**src/rtl/rgbw_sotp_gen.sv**
```systemverilog
`default_nettype none
// ============================================================================
// Module   : rgbw_sotp_gen
// Desc     : Pops pixel words from a read-latency-1 FIFO and drives them MSB
//            first as pulse-width-coded LED bits, with repeat and latch control.
// Revision : 1.0 - initial release
// ============================================================================
module rgbw_sotp_gen #(
    parameter int DATA_BITS    = 32,
    parameter int RGBW_T0H     = 24,
    parameter int RGBW_T0L     = 72,
    parameter int RGBW_T1H     = 48,
    parameter int RGBW_T1L     = 48,
    parameter int RGBW_STR_RST = 7680,
    parameter int COUNTER_MAX  = 7800
) (
    input  logic                 clk,
    input  logic                 rst,
    input  logic                 in_rd_fifo_empty,
    input  logic [DATA_BITS+7:0] in_rd_fifo_data,
    output logic                 out_rd_fifo_en,
    output logic                 out_sig,
    output logic                 out_busy,
    output logic                 out_latch_done
);
    localparam int CW = $clog2(COUNTER_MAX + 1);
    localparam int BW = $clog2(DATA_BITS);

    // Counters run from 0 to (duration - 1) in each timed state
    localparam logic [CW-1:0] c_t0h_last = CW'(RGBW_T0H - 1);
    localparam logic [CW-1:0] c_t0l_last = CW'(RGBW_T0L - 1);
    localparam logic [CW-1:0] c_t1h_last = CW'(RGBW_T1H - 1);
    localparam logic [CW-1:0] c_t1l_last = CW'(RGBW_T1L - 1);
    localparam logic [CW-1:0] c_str_last = CW'(RGBW_STR_RST - 1);
    localparam logic [BW-1:0] c_bit_last = BW'(DATA_BITS - 1);

    typedef enum logic [2:0] {
        S_IDLE  = 3'd0,
        S_LOAD  = 3'd1,
        S_HIGH  = 3'd2,
        S_LOW   = 3'd3,
        S_LATCH = 3'd4
    } state_t;

    state_t               r_state;
    state_t               w_state_next;
    logic [CW-1:0]        r_cnt;
    logic [CW-1:0]        w_cnt_next;
    logic [DATA_BITS-1:0] r_pixel;
    logic [DATA_BITS-1:0] r_shift;
    logic [5:0]           r_rep;
    logic [BW-1:0]        r_bit_idx;
    logic                 r_latch_flag;
    logic                 r_sig;
    logic                 r_latch_done;
    logic                 w_cur_bit;
    logic [CW-1:0]        w_hi_last;
    logic [CW-1:0]        w_lo_last;
    logic                 w_low_end;
    logic                 w_last_bit;
    logic                 w_word_valid;
    logic                 w_word_latch;

    assign w_word_valid = in_rd_fifo_data[DATA_BITS+7];
    assign w_word_latch = in_rd_fifo_data[DATA_BITS+6];
    assign w_cur_bit    = r_shift[DATA_BITS-1];
    assign w_hi_last    = w_cur_bit ? c_t1h_last : c_t0h_last;
    assign w_lo_last    = w_cur_bit ? c_t1l_last : c_t0l_last;
    assign w_low_end    = (r_state == S_LOW) && (r_cnt == w_lo_last);
    assign w_last_bit   = (r_bit_idx == c_bit_last);

    assign out_rd_fifo_en = (r_state == S_IDLE) && !in_rd_fifo_empty && !rst;
    assign out_sig        = r_sig;
    assign out_busy       = (r_state != S_IDLE);
    assign out_latch_done = r_latch_done;

    always_comb begin
        w_state_next = r_state;
        w_cnt_next   = '0;
        case (r_state)
            S_IDLE: begin
                if (out_rd_fifo_en) w_state_next = S_LOAD;
            end
            S_LOAD: begin
                if (w_word_valid)      w_state_next = S_HIGH;
                else if (w_word_latch) w_state_next = S_LATCH;
                else                   w_state_next = S_IDLE;
            end
            S_HIGH: begin
                if (r_cnt == w_hi_last) w_state_next = S_LOW;
                else                    w_cnt_next   = r_cnt + CW'(1);
            end
            S_LOW: begin
                if (w_low_end) begin
                    // Repeats reload straight into HIGH so copies stay contiguous
                    if (!w_last_bit || (r_rep != 6'd0)) w_state_next = S_HIGH;
                    else if (r_latch_flag)              w_state_next = S_LATCH;
                    else                                w_state_next = S_IDLE;
                end else begin
                    w_cnt_next = r_cnt + CW'(1);
                end
            end
            S_LATCH: begin
                if (r_cnt == c_str_last) w_state_next = S_IDLE;
                else                     w_cnt_next   = r_cnt + CW'(1);
            end
            default: w_state_next = S_IDLE;
        endcase
    end

    always_ff @(posedge clk) begin
        if (rst) begin
            r_state      <= S_IDLE;
            r_cnt        <= '0;
            r_pixel      <= '0;
            r_shift      <= '0;
            r_rep        <= '0;
            r_bit_idx    <= '0;
            r_latch_flag <= 1'b0;
            r_sig        <= 1'b0;
            r_latch_done <= 1'b0;
        end else begin
            r_state      <= w_state_next;
            r_cnt        <= w_cnt_next;
            // Registered outputs are derived from the next state to stay cycle-aligned
            r_sig        <= (w_state_next == S_HIGH);
            r_latch_done <= (w_state_next == S_LATCH) && (w_cnt_next == c_str_last);
            if (r_state == S_LOAD) begin
                r_pixel      <= in_rd_fifo_data[DATA_BITS-1:0];
                r_shift      <= in_rd_fifo_data[DATA_BITS-1:0];
                r_rep        <= in_rd_fifo_data[DATA_BITS+5:DATA_BITS];
                r_latch_flag <= w_word_latch;
                r_bit_idx    <= '0;
            end else if (w_low_end) begin
                if (!w_last_bit) begin
                    r_shift   <= {r_shift[DATA_BITS-2:0], 1'b0};
                    r_bit_idx <= r_bit_idx + BW'(1);
                end else if (r_rep != 6'd0) begin
                    r_rep     <= r_rep - 6'd1;
                    r_shift   <= r_pixel;
                    r_bit_idx <= '0;
                end
            end
        end
    end

endmodule
`default_nettype wire

```
**config.mk**
```make
export PLATFORM = sky130hd
export DESIGN_NAME = rgbw_sotp_gen
export DESIGN_NICKNAME = d
export VERILOG_FILES = /design/src/rtl/rgbw_sotp_gen.sv
export SDC_FILE = /design/constraint.sdc
export NUM_CORES = 1
export LEC_CHECK = 0
export ABC_AREA = 1
export BUFFER_PORTS_ARGS = -buffer_cell sky130_fd_sc_hd__buf_2
export CORE_MARGIN = 5
export CORE_UTILIZATION = 35
export CTS_BUF_LIST = sky130_fd_sc_hd__clkbuf_8
export DETAILED_ROUTE_END_ITERATION = 6
export GPL_ROUTABILITY_DRIVEN = 0
export PLACE_DENSITY = 0.48
export SYNTH_ARGS = -nofsm -noshare
export SYNTH_HDL_FRONTEND = slang
export SYNTH_SLANG_ARGS = --single-unit
```
**constraint.sdc**
```tcl
create_clock -name clk -period 2.2 [get_ports clk]
set_input_delay 0.11 -clock clk [delete_from_list [all_inputs] [get_ports clk]]
set_output_delay 0.11 -clock clk [all_outputs]
set_load 0.005 [all_outputs]
```
==> flow_summary.html, run 1 <==
<table>
<tr><th>Metric</th><th>Value</th></tr>
<tr><th colspan="2">Power</th></tr>
<tr><td>Largest vdd supply drop</td><td>0.000410 V</td></tr>
<tr><td>Leakage power</td><td>2.17 nW</td></tr>
<tr><td>Share of power burned in the clock network</td><td>0.339</td></tr>
<tr><td>Switching fraction of total power</td><td>0.267</td></tr>
<tr><td>Internal power of the cells</td><td>between 0.002 and 0.0025 W</td></tr>
<tr><td>Sequential power share</td><td>0.558</td></tr>
<tr><td>Sw power</td><td>around 0.00084 W</td></tr>
<tr><td>Power Dens Cells</td><td>between 500 and 600 mW/mm^2</td></tr>
<tr><td>Combinational share of power</td><td>0.103</td></tr>
<tr><th colspan="2">Synth</th></tr>
<tr><td>Most used standard cells in the synthesized netlist</td><td>sky130_fd_sc_hd__nand2_1, sky130_fd_sc_hd__dfxtp_1, sky130_fd_sc_hd__a21oi_1</td></tr>
<tr><td>Post-synthesis sequential area ratio</td><td>0.387</td></tr>
<tr><td>Number of distinct library cell variants in the gate-level netlist after synthesis</td><td>34</td></tr>
<tr><td>Count of warnings emitted by yosys</td><td>0</td></tr>
<tr><td>Top-area cell type share of the netlist area</td><td>0.387</td></tr>
<tr><td>Most used DFF post-synth</td><td>sky130_fd_sc_hd__dfxtp_1</td></tr>
<tr><td>EDFF count, synth</td><td>0</td></tr>
<tr><td>Post-synthesis instance total</td><td>652</td></tr>
<tr><td>Summed instance area of the synthesized netlist</td><td>about 0.005 mm^2</td></tr>
<tr><td>Average cell area after synthesis</td><td>7.46 um^2</td></tr>
<tr><td>Async set or reset register ratio after synthesis</td><td>0</td></tr>
<tr><td>Seq cells post-synth</td><td>94</td></tr>
<tr><td>Leading post-synthesis cells by cell area</td><td>sky130_fd_sc_hd__dfxtp_1, sky130_fd_sc_hd__nand2_1, sky130_fd_sc_hd__mux2i_1, sky130_fd_sc_hd__a21oi_1, sky130_fd_sc_hd__o21ai_0</td></tr>
<tr><td>Cell type contributing the most total cell area after synthesis</td><td>sky130_fd_sc_hd__dfxtp_1</td></tr>
<tr><td>Number of nets produced by synthesis</td><td>700</td></tr>
<tr><td>Most frequent cell after synthesis</td><td>sky130_fd_sc_hd__nand2_1</td></tr>
<tr><th colspan="2">Clocking</th></tr>
<tr><td># H-tree levels</td><td>3</td></tr>
<tr><td>Clk buf depth</td><td>2</td></tr>
<tr><td>Clock tree from TritonCTS</td><td>done</td></tr>
<tr><td>TritonCTS Buffers</td><td>9</td></tr>
<tr><td>Clock-pin slew reported for the worst setup and hold paths after clock tree synthesis</td><td>approximately 0.090 ns</td></tr>
<tr><td>Clock sink count</td><td>94</td></tr>
<tr><td>Buffer type at the clock tree root</td><td>sky130_fd_sc_hd__clkbuf_8</td></tr>
<tr><td>Worst-skew pair later-pin latency</td><td>about 0.37 ns</td></tr>
<tr><th colspan="2">Floorplanning</th></tr>
<tr><td>IO Pins</td><td>47</td></tr>
<tr><td>Placeable core area</td><td>between 0.01 and 0.015 mm^2</td></tr>
<tr><td>Height of the die</td><td>approximately 130 um</td></tr>
<tr><td>Horizontal extent of the die</td><td>about 130 um</td></tr>
<tr><td>Row count</td><td>43</td></tr>
<tr><td>Area enclosed by the die boundary</td><td>0.0163 mm^2</td></tr>
<tr><td>Starting Density</td><td>0.353</td></tr>
<tr><th colspan="2">GRT</th></tr>
<tr><td>Maximum number of pins on one net before global-route repair</td><td>46</td></tr>
<tr><td>GRT Util Overall</td><td>0.147</td></tr>
<tr><td>Number of antenna violations at the first check in global routing</td><td>0</td></tr>
<tr><td>Wire length of the first global-routing pass</td><td>roughly 20000 um</td></tr>
<tr><td>Total global routing overflow</td><td>0</td></tr>
<tr><td>Vias in the first global route</td><td>between 4000 and 5000</td></tr>
<tr><th colspan="2">Cells and area</th></tr>
<tr><td>Summed area of non-filler cells in the final layout</td><td>just under 0.006 mm^2</td></tr>
<tr><td>Final cell count without fillers</td><td>between 900 and 1000</td></tr>
<tr><td>Area Growth Syn to Fin</td><td>20.8%</td></tr>
<tr><td>Diode count</td><td>0</td></tr>
<tr><td>Net count reported at finish</td><td>approximately 770</td></tr>
<tr><td>Layout cells sized above 1</td><td>0.216</td></tr>
<tr><td>Post-route core utilization</td><td>0.427</td></tr>
<tr><th colspan="2">Route</th></tr>
<tr><td>Overall routed net length</td><td>approximately 12000 um</td></tr>
<tr><td>Detail-routed net length per standard cell</td><td>about 14 um</td></tr>
<tr><td>Number of iterations in the first detailed-routing pass</td><td>4</td></tr>
<tr><td>Total DRC errors in the routed layout</td><td>0</td></tr>
<tr><td>Average via count per standard cell</td><td>between 4 and 5</td></tr>
<tr><td>Violation count after the first detailed-routing iteration</td><td>255</td></tr>
<tr><td>Antenna Nets Post-Route</td><td>0</td></tr>
<tr><td>Total via count after detailed routing</td><td>about 4300</td></tr>
<tr><th colspan="2">Setup path</th></tr>
<tr><td>Maximum fanout along the worst path</td><td>7</td></tr>
<tr><td>Kind of end point of the critical path</td><td>flop</td></tr>
<tr><td>Category of the worst setup path launch point</td><td>flop</td></tr>
<tr><td>Worst setup path category</td><td>reg -&gt; reg</td></tr>
<tr><td>Data arrival time of the critical path</td><td>between 2 and 2.5 ns</td></tr>
<tr><td>Data required time of the worst path</td><td>between 2 and 3 ns</td></tr>
<tr><th colspan="2">STA</th></tr>
<tr><td>Final Hold Violating Endpoints</td><td>0</td></tr>
<tr><td>Maximum achievable frequency</td><td>497 MHz</td></tr>
<tr><td>Fin crit period</td><td>a little over 2 ns</td></tr>
<tr><td>Setup TNS after final layout</td><td>0 ns</td></tr>
<tr><td>Final count of negative-setup-slack endpoints</td><td>0</td></tr>
<tr><td>Final number of max-transition violations</td><td>0</td></tr>
<tr><td>Max Clock Skew</td><td>roughly 0.0060 ns</td></tr>
<tr><td>Slew HR</td><td>0.513</td></tr>
<tr><td>Final period utilization</td><td>0.914</td></tr>
<tr><td>Final WS setup</td><td>~0.19 ns</td></tr>
<tr><td>Transition at the pin with the smallest max-transition slack</td><td>0.723 ns</td></tr>
<tr><th colspan="2">Job</th></tr>
<tr><td>MaxCap Viol Count</td><td>0</td></tr>
<tr><th colspan="2">Placed design</th></tr>
<tr><td>Port bufs</td><td>46</td></tr>
<tr><td>Number of cells after detailed placement</td><td>854</td></tr>
<tr><td>Placement-stage worst setup slack</td><td>-0.0299 ns</td></tr>
<tr><td>Standard cell area after detailed placement</td><td>roughly 0.0053 mm^2</td></tr>
<tr><td>Detailed placer's ending HPWL</td><td>7820 um</td></tr>
<tr><th colspan="2">Outcome</th></tr>
<tr><td>Result of the run</td><td>completed</td></tr>
<tr><th colspan="2">Worst hold path</th></tr>
<tr><td>Worst min path class</td><td>in -&gt; reg</td></tr>
</table>
stage by stage:
step                power, W  hold slack [ns]
finish               0.00315           0.0277
global placement     0.00208            0.380
floorplan            0.00199            0.269
global route         0.00332           0.0183
CTS                  0.00321          0.00233
detailed placement   0.00209            0.385
registers in the layout, indices dropped and copies added, names as in the netlist:
signal          count
r_latch_flag        1
r_shift            32
r_cnt              13
out_sig             1
r_pixel            32
r_bit_idx           5
r_state             3
r_rep               6
out_latch_done      1
critical path: stages, from the launching register on:
cell and delay [ns]:
sky130_fd_sc_hd__dfxtp_1 0.36, sky130_fd_sc_hd__ha_1 0.17, sky130_fd_sc_hd__inv_1 0.05, sky130_fd_sc_hd__nor3_1 0.15, sky130_fd_sc_hd__ha_2 0.25, sky130_fd_sc_hd__inv_1 0.09
sky130_fd_sc_hd__nor2_1 0.18, sky130_fd_sc_hd__inv_2 0.10, sky130_fd_sc_hd__nand2_8 0.16, sky130_fd_sc_hd__clkbuf_16 0.18, sky130_fd_sc_hd__nor2_4 0.03, sky130_fd_sc_hd__xor2_1 0.13
sky130_fd_sc_hd__nor2_1 0.09
power by group through the flow:
stage          Clock, W  Sequential (W)  Combinational, W
2_1_floorplan         0         0.00179          0.000195
3_3_place_gp          0         0.00180          0.000287
3_5_place_dp          0         0.00180          0.000289
4_1_cts         0.00112         0.00176          0.000324
5_1_grt         0.00119         0.00176          0.000365
6_report        0.00107         0.00176          0.000323
cell usage in the layout, fill, tap and decap left out, drive strengths merged:
master,netlist,final
a211oi,1,1
a21oi,76,76
a31oi,2,2
buf,20,62
clkbuf,16,14
clkinv,1,4
clkinvlp,0,1
dfxtp,94,94
dlygate4sd3,0,25
ha,5,5
inv,47,48
mux2i,31,31
nand2,174,175
nand3,60,60
nand3b,2,2
nand4,7,7
nor2,53,53
nor3,9,9
o21a,1,1
o21ai,48,48
xnor2,1,1
xor2,4,4
routing by layer:
metal	global-route usage	up-vias	share of wire	wire [um]
li1	-	2284	-	-
met1	0.187	1985	0.49	5980
met2	0.250	67	0.47	5730
met3	0.0383	6	0.036	442
met4	0.0368	0	0.0072	88
met5	0	-	0	0
layout make-up:
| type | instances | area (um^2) |
|---|---|---|
| Clock inverter | 5 | 35.0 |
| Sequential cell | 94 | 1880 |
| Inverter | 48 | 180 |
| Timing Repair Buffer | 91 | 763 |
| Multi-Input combinational cell | 475 | 2650 |
| Fill cell | 1449 | 7900 |
| Tap cell | 180 | 225 |
| Clock buffer | 10 | 138 |
final timing paths:
| check | start | to | slack [ns] | cells past startpoint |
|---|---|---|---|---|
| setup / recovery | r_bit_idx[1]$_SDFFE_PP0P_ | r_bit_idx[3]$_SDFFE_PP0P_ | 0.19 | 12 |
| hold / removal | in_rd_fifo_data[32] | r_rep[0]$_SDFFE_PP0P_ | 0.03 | 3 |
| setup reg to reg | r_bit_idx[1]$_SDFFE_PP0P_ | r_bit_idx[3]$_SDFFE_PP0P_ | 0.19 | 12 |
| hold reg to reg | r_pixel[5]$_SDFFE_PP0P_ | r_pixel[5]$_SDFFE_PP0P_ | 0.47 | 2 |
cells by family (layout without fill, tap and decap cells):
kind of cell,count (synthesis),count (layout),synth area share
AND/OR/NAND/NOR,305,306,0.302
AO/OA/AOI/OAI,128,128,0.147
flip-flops,94,94,0.387
buffers and inverters,84,154,0.0777
multiplexers,31,31,0.0638
adder cells (fa/ha/maj),5,5,0.0129
XOR/XNOR,5,5,0.00901
repair_timing:
item                                    4_1_cts  5_1_grt
pin swaps                                     1        4
gates resized for setup                       0        9
gates cloned                                  0        5
hold endpoints to repair                     27        0
setup buffers                                 0        4
hold buffers                                 25        0
endpoints found under the setup margin        4       40
No activity file was read; power rests on OpenSTA's default activity.
==> run 2: changes to the inputs <==
clock period = 2.1 ns   (was 2.2 ns; I/O delays follow)
==> run 2 against run 1 <==
Against the previous run:
- die area unchanged
- critical endpoint is now r_shift[18]$_SDFFE_PP0P_
- critical path depth stayed put
- largest power group unchanged
- sequential cell count did not move
==> flow_summary.html, run 2 (synthesis results as in run 1) <==
<table>
<tr><th>Metric</th><th>Value</th></tr>
<tr><th colspan="2">Outcome</th></tr>
<tr><td>Result of the run</td><td>completed</td></tr>
<tr><th colspan="2">Setup path</th></tr>
<tr><td>CP max-delay cell</td><td>sky130_fd_sc_hd__dfxtp_1</td></tr>
<tr><td>Capture point of the worst reg-to-reg path</td><td>r_shift[18]$_SDFFE_PP0P_</td></tr>
<tr><td>Number of cells on the worst reg-to-reg path</td><td>12 (unchanged)</td></tr>
<tr><td>Crit path depth</td><td>12 (unchanged)</td></tr>
<tr><td>Crit path launch</td><td>r_bit_idx[1]$_SDFFE_PP0P_</td></tr>
<tr><td>Worst reg-to-reg setup slack</td><td>0.09 ns (-0.10 ns)</td></tr>
<tr><td>Data required time of the worst path</td><td>2.36 ns (-0.15 ns)</td></tr>
<tr><td>Crit-path leading delay family</td><td>simple AND/OR/NAND/NOR gates</td></tr>
<tr><td>Category of the worst setup path launch point</td><td>flop</td></tr>
<tr><td>Most prevalent standard cell on the critical path</td><td>sky130_fd_sc_hd__inv_1</td></tr>
<tr><td>Critical Path, Cell by Cell</td><td>ha_1 -&gt; inv_1 -&gt; nor3_1 -&gt; ha_2 -&gt; inv_1 -&gt; nor2_2 -&gt; inv_1 -&gt; nand2_4 -&gt; buf_4 -&gt; nand2_8 -&gt; nand2_1 -&gt; a21oi_2</td></tr>
<tr><td>Worst setup path category</td><td>reg -&gt; reg</td></tr>
<tr><td>Origin of the critical flop-to-flop path</td><td>r_bit_idx[1]$_SDFFE_PP0P_</td></tr>
<tr><td>Buf+Inv Stages, Crit Path</td><td>4 (unchanged)</td></tr>
<tr><td>Data arrival time of the critical path</td><td>2.28 ns (-0.04 ns)</td></tr>
<tr><td>Kind of end point of the critical path</td><td>flop</td></tr>
<tr><td>Maximum fanout along the worst path</td><td>16 (+9)</td></tr>
<tr><td>Critical path's largest stage delay</td><td>0.36 ns (about the same)</td></tr>
<tr><td>Endpoint of the worst setup timing path</td><td>r_shift[18]$_SDFFE_PP0P_</td></tr>
<tr><th colspan="2">Cells and area</th></tr>
<tr><td>Diode count</td><td>0 (unchanged)</td></tr>
<tr><td>Commonest non-fill, non-tap cells in the layout</td><td>sky130_fd_sc_hd__nand2_1, sky130_fd_sc_hd__dfxtp_1, sky130_fd_sc_hd__a21oi_1, sky130_fd_sc_hd__o21ai_0, sky130_fd_sc_hd__buf_2</td></tr>
<tr><td>Footprint of the flip-flops and latches</td><td>0.00188 mm^2 (about the same)</td></tr>
<tr><td>Final cell count without fillers</td><td>920 (+1.9%)</td></tr>
<tr><td>Layout filler cell count</td><td>1472 (+1.6%)</td></tr>
<tr><td>Most common cell after layout, fill and taps aside</td><td>sky130_fd_sc_hd__nand2_1</td></tr>
<tr><td>Biggest registers after layout</td><td>r_pixel (32), r_shift (32), r_cnt (13)</td></tr>
<tr><td>Area Growth Syn to Fin</td><td>23.9%</td></tr>
<tr><td>Multi-input logic area</td><td>0.00266 mm^2 (+0.33%)</td></tr>
<tr><td>Net count reported at finish</td><td>783 (+2.1%)</td></tr>
<tr><td>Post-route core utilization</td><td>0.437 (+0.0107)</td></tr>
<tr><td>Layout cells sized above 1</td><td>0.228 (+0.0126)</td></tr>
<tr><th colspan="2">Power</th></tr>
<tr><td>Overall power consumption</td><td>0.00353 W (+12%)</td></tr>
<tr><td>Leakage power</td><td>2.25 nW (+4.0%)</td></tr>
<tr><td>Power Dens Cells</td><td>586 mW/mm^2 (+9.4%)</td></tr>
<tr><td>Largest vdd supply drop</td><td>0.000278 V (-32%)</td></tr>
<tr><th colspan="2">GRT</th></tr>
<tr><td>Vias in the first global route</td><td>4255 (-1.3%)</td></tr>
<tr><td>Total global routing overflow</td><td>0 (unchanged)</td></tr>
<tr><td>GRT Util Overall</td><td>0.152 (+0.00425)</td></tr>
<tr><td>Number of antenna violations at the first check in global routing</td><td>0 (unchanged)</td></tr>
<tr><td>Maximum number of pins on one net before global-route repair</td><td>74 (+61%)</td></tr>
<tr><td>Wire length of the first global-routing pass</td><td>20500 um (+3.3%)</td></tr>
<tr><th colspan="2">Placed design</th></tr>
<tr><td>Placement-stage worst setup slack</td><td>-0.0647 ns (-0.0349 ns)</td></tr>
<tr><td>Detailed placer's ending HPWL</td><td>7870 um (+0.60%)</td></tr>
<tr><td>Port bufs</td><td>46 (unchanged)</td></tr>
<tr><td>Number of cells after detailed placement</td><td>860 (+0.70%)</td></tr>
<tr><th colspan="2">STA</th></tr>
<tr><td>Slew HR</td><td>0.523 (+0.00994)</td></tr>
<tr><td>Transition at the pin with the smallest max-transition slack</td><td>0.708 ns (-0.0147 ns)</td></tr>
<tr><td>Final period utilization</td><td>0.959 (+0.0450)</td></tr>
<tr><td>Fin crit period</td><td>2.01 ns (+0.00319 ns)</td></tr>
<tr><td>Final number of max-transition violations</td><td>0 (unchanged)</td></tr>
<tr><td>Final Hold Violating Endpoints</td><td>0 (unchanged)</td></tr>
<tr><td>Maximum achievable frequency</td><td>496 MHz (-0.16%)</td></tr>
<tr><td>Final count of negative-setup-slack endpoints</td><td>0 (unchanged)</td></tr>
<tr><td>Max Clock Skew</td><td>0.00860 ns (+0.00255 ns)</td></tr>
<tr><td>Final WS setup</td><td>0.0859 ns (-0.103 ns)</td></tr>
<tr><th colspan="2">Floorplanning</th></tr>
<tr><td>Area enclosed by the die boundary</td><td>0.0163 mm^2 (unchanged)</td></tr>
<tr><td>Horizontal extent of the die</td><td>128 um (unchanged)</td></tr>
<tr><td>Placeable core area</td><td>0.0138 mm^2 (unchanged)</td></tr>
<tr><td>Height of the die</td><td>128 um (unchanged)</td></tr>
<tr><td>IO Pins</td><td>47 (unchanged)</td></tr>
<tr><td>Row count</td><td>43 (unchanged)</td></tr>
<tr><td>Starting Density</td><td>0.353 (unchanged)</td></tr>
<tr><th colspan="2">Worst hold path</th></tr>
<tr><td>Worst min path class</td><td>in -&gt; reg</td></tr>
<tr><th colspan="2">Clocking</th></tr>
<tr><td>Worst-skew pair later-pin latency</td><td>0.37 ns (about the same)</td></tr>
<tr><td>Clk buf depth</td><td>2 (unchanged)</td></tr>
<tr><td>TritonCTS Buffers</td><td>9 (unchanged)</td></tr>
<tr><td>Clock tree from TritonCTS</td><td>done</td></tr>
<tr><td>Clock sink count</td><td>94 (unchanged)</td></tr>
<tr><td># H-tree levels</td><td>3 (unchanged)</td></tr>
<tr><td>Clock-pin slew reported for the worst setup and hold paths after clock tree synthesis</td><td>0.09 ns (about the same)</td></tr>
<tr><td>Buffer type at the clock tree root</td><td>sky130_fd_sc_hd__clkbuf_8</td></tr>
<tr><th colspan="2">Route</th></tr>
<tr><td>Total DRC errors in the routed layout</td><td>0 (unchanged)</td></tr>
<tr><td>Total via count after detailed routing</td><td>4442 (+2.3%)</td></tr>
<tr><td>Detail-routed net length per standard cell</td><td>13.2 um (-2.5%)</td></tr>
<tr><td>Average via count per standard cell</td><td>4.83 (+0.41%)</td></tr>
<tr><td>Antenna Nets Post-Route</td><td>0 (unchanged)</td></tr>
<tr><td>Overall routed net length</td><td>12200 um (-0.66%)</td></tr>
<tr><td>Number of iterations in the first detailed-routing pass</td><td>5 (+1)</td></tr>
<tr><td>Violation count after the first detailed-routing iteration</td><td>274 (+7.5%)</td></tr>
<tr><th colspan="2">Job</th></tr>
<tr><td>MaxCap Viol Count</td><td>0 (unchanged)</td></tr>
</table>
run 2: where the power goes:
part / internal [W] / switching (W)
clock: 0.000668 / 0.000673
sequential: 0.00182 / 0.0000228
combinational: 0.000147 / 0.000201
run 2: cell type report:
class	instances	share of cell area
Clock buffer	9	0.0206
Tap cell	180	0.0374
Multi-Input combinational cell	475	0.442
Sequential cell	94	0.312
Clock inverter	7	0.0150
Inverter	48	0.0299
Timing Repair Buffer	107	0.143
run 2: what timing repair did:
action / 4_1_cts / 5_1_grt
resized for setup: 2 / 11
gates cloned: 0 / 3
buffers inserted: 0 / 13
setup endpoints to repair: 33 / 41
hold buffers: 28 / 0
pin swaps: 1 / 5
endpoints found under the hold margin: 28 / 0
run 2: per-stage QoR:
step / cell area [um^2] / hold WS, ns / TNS (ns)
global placement: 5310 / 0.375 / 0
floorplan: 4860 / 0.264 / 0
detailed placement: 5310 / 0.381 / -0.470
CTS: 5820 / 0.00157 / -0.0178
finish: 6020 / 0.0387 / 0
global route: 6020 / 0.0138 / -0.000614
run 2: worst min-delay path by stage:
stage / depth (start not counted) / slack (ns) / to / from
2_1_floorplan: 2 / 0.26 / r_pixel[1]$_SDFFE_PP0P_ / in_rd_fifo_data[1]
3_3_place_gp: 3 / 0.38 / r_pixel[27]$_SDFFE_PP0P_ / in_rd_fifo_data[27]
3_5_place_dp: 3 / 0.38 / r_pixel[11]$_SDFFE_PP0P_ / in_rd_fifo_data[11]
4_1_cts: 3 / 0.002 / r_pixel[6]$_SDFFE_PP0P_ / in_rd_fifo_data[6]
5_1_grt: 3 / 0.01 / r_pixel[30]$_SDFFE_PP0P_ / in_rd_fifo_data[30]
6_report: 3 / 0.04 / r_pixel[5]$_SDFFE_PP0P_ / in_rd_fifo_data[5]
run 2: worst reg2reg max path: cells and delay by family (launching register included):
| family | cells | cell delay (ns) |
|---|---|---|
| and+or+nand+nor | 5 | 0.67 |
| adders and majority gates | 2 | 0.43 |
| buffers and inverters | 4 | 0.40 |
| DFF | 1 | 0.36 |
| AOI/OAI and AO/OA | 1 | 0.05 |
run 2: layer usage:
metal / global-route usage / routed length [um] / vias up
met2: 0.244 / 5520 / 77
met1: 0.203 / 5960 / 2036
met4: 0.0593 / 200 / 0
met5: 0 / 0 / -
li1: - / - / 2314
met3: 0.0250 / 473 / 15
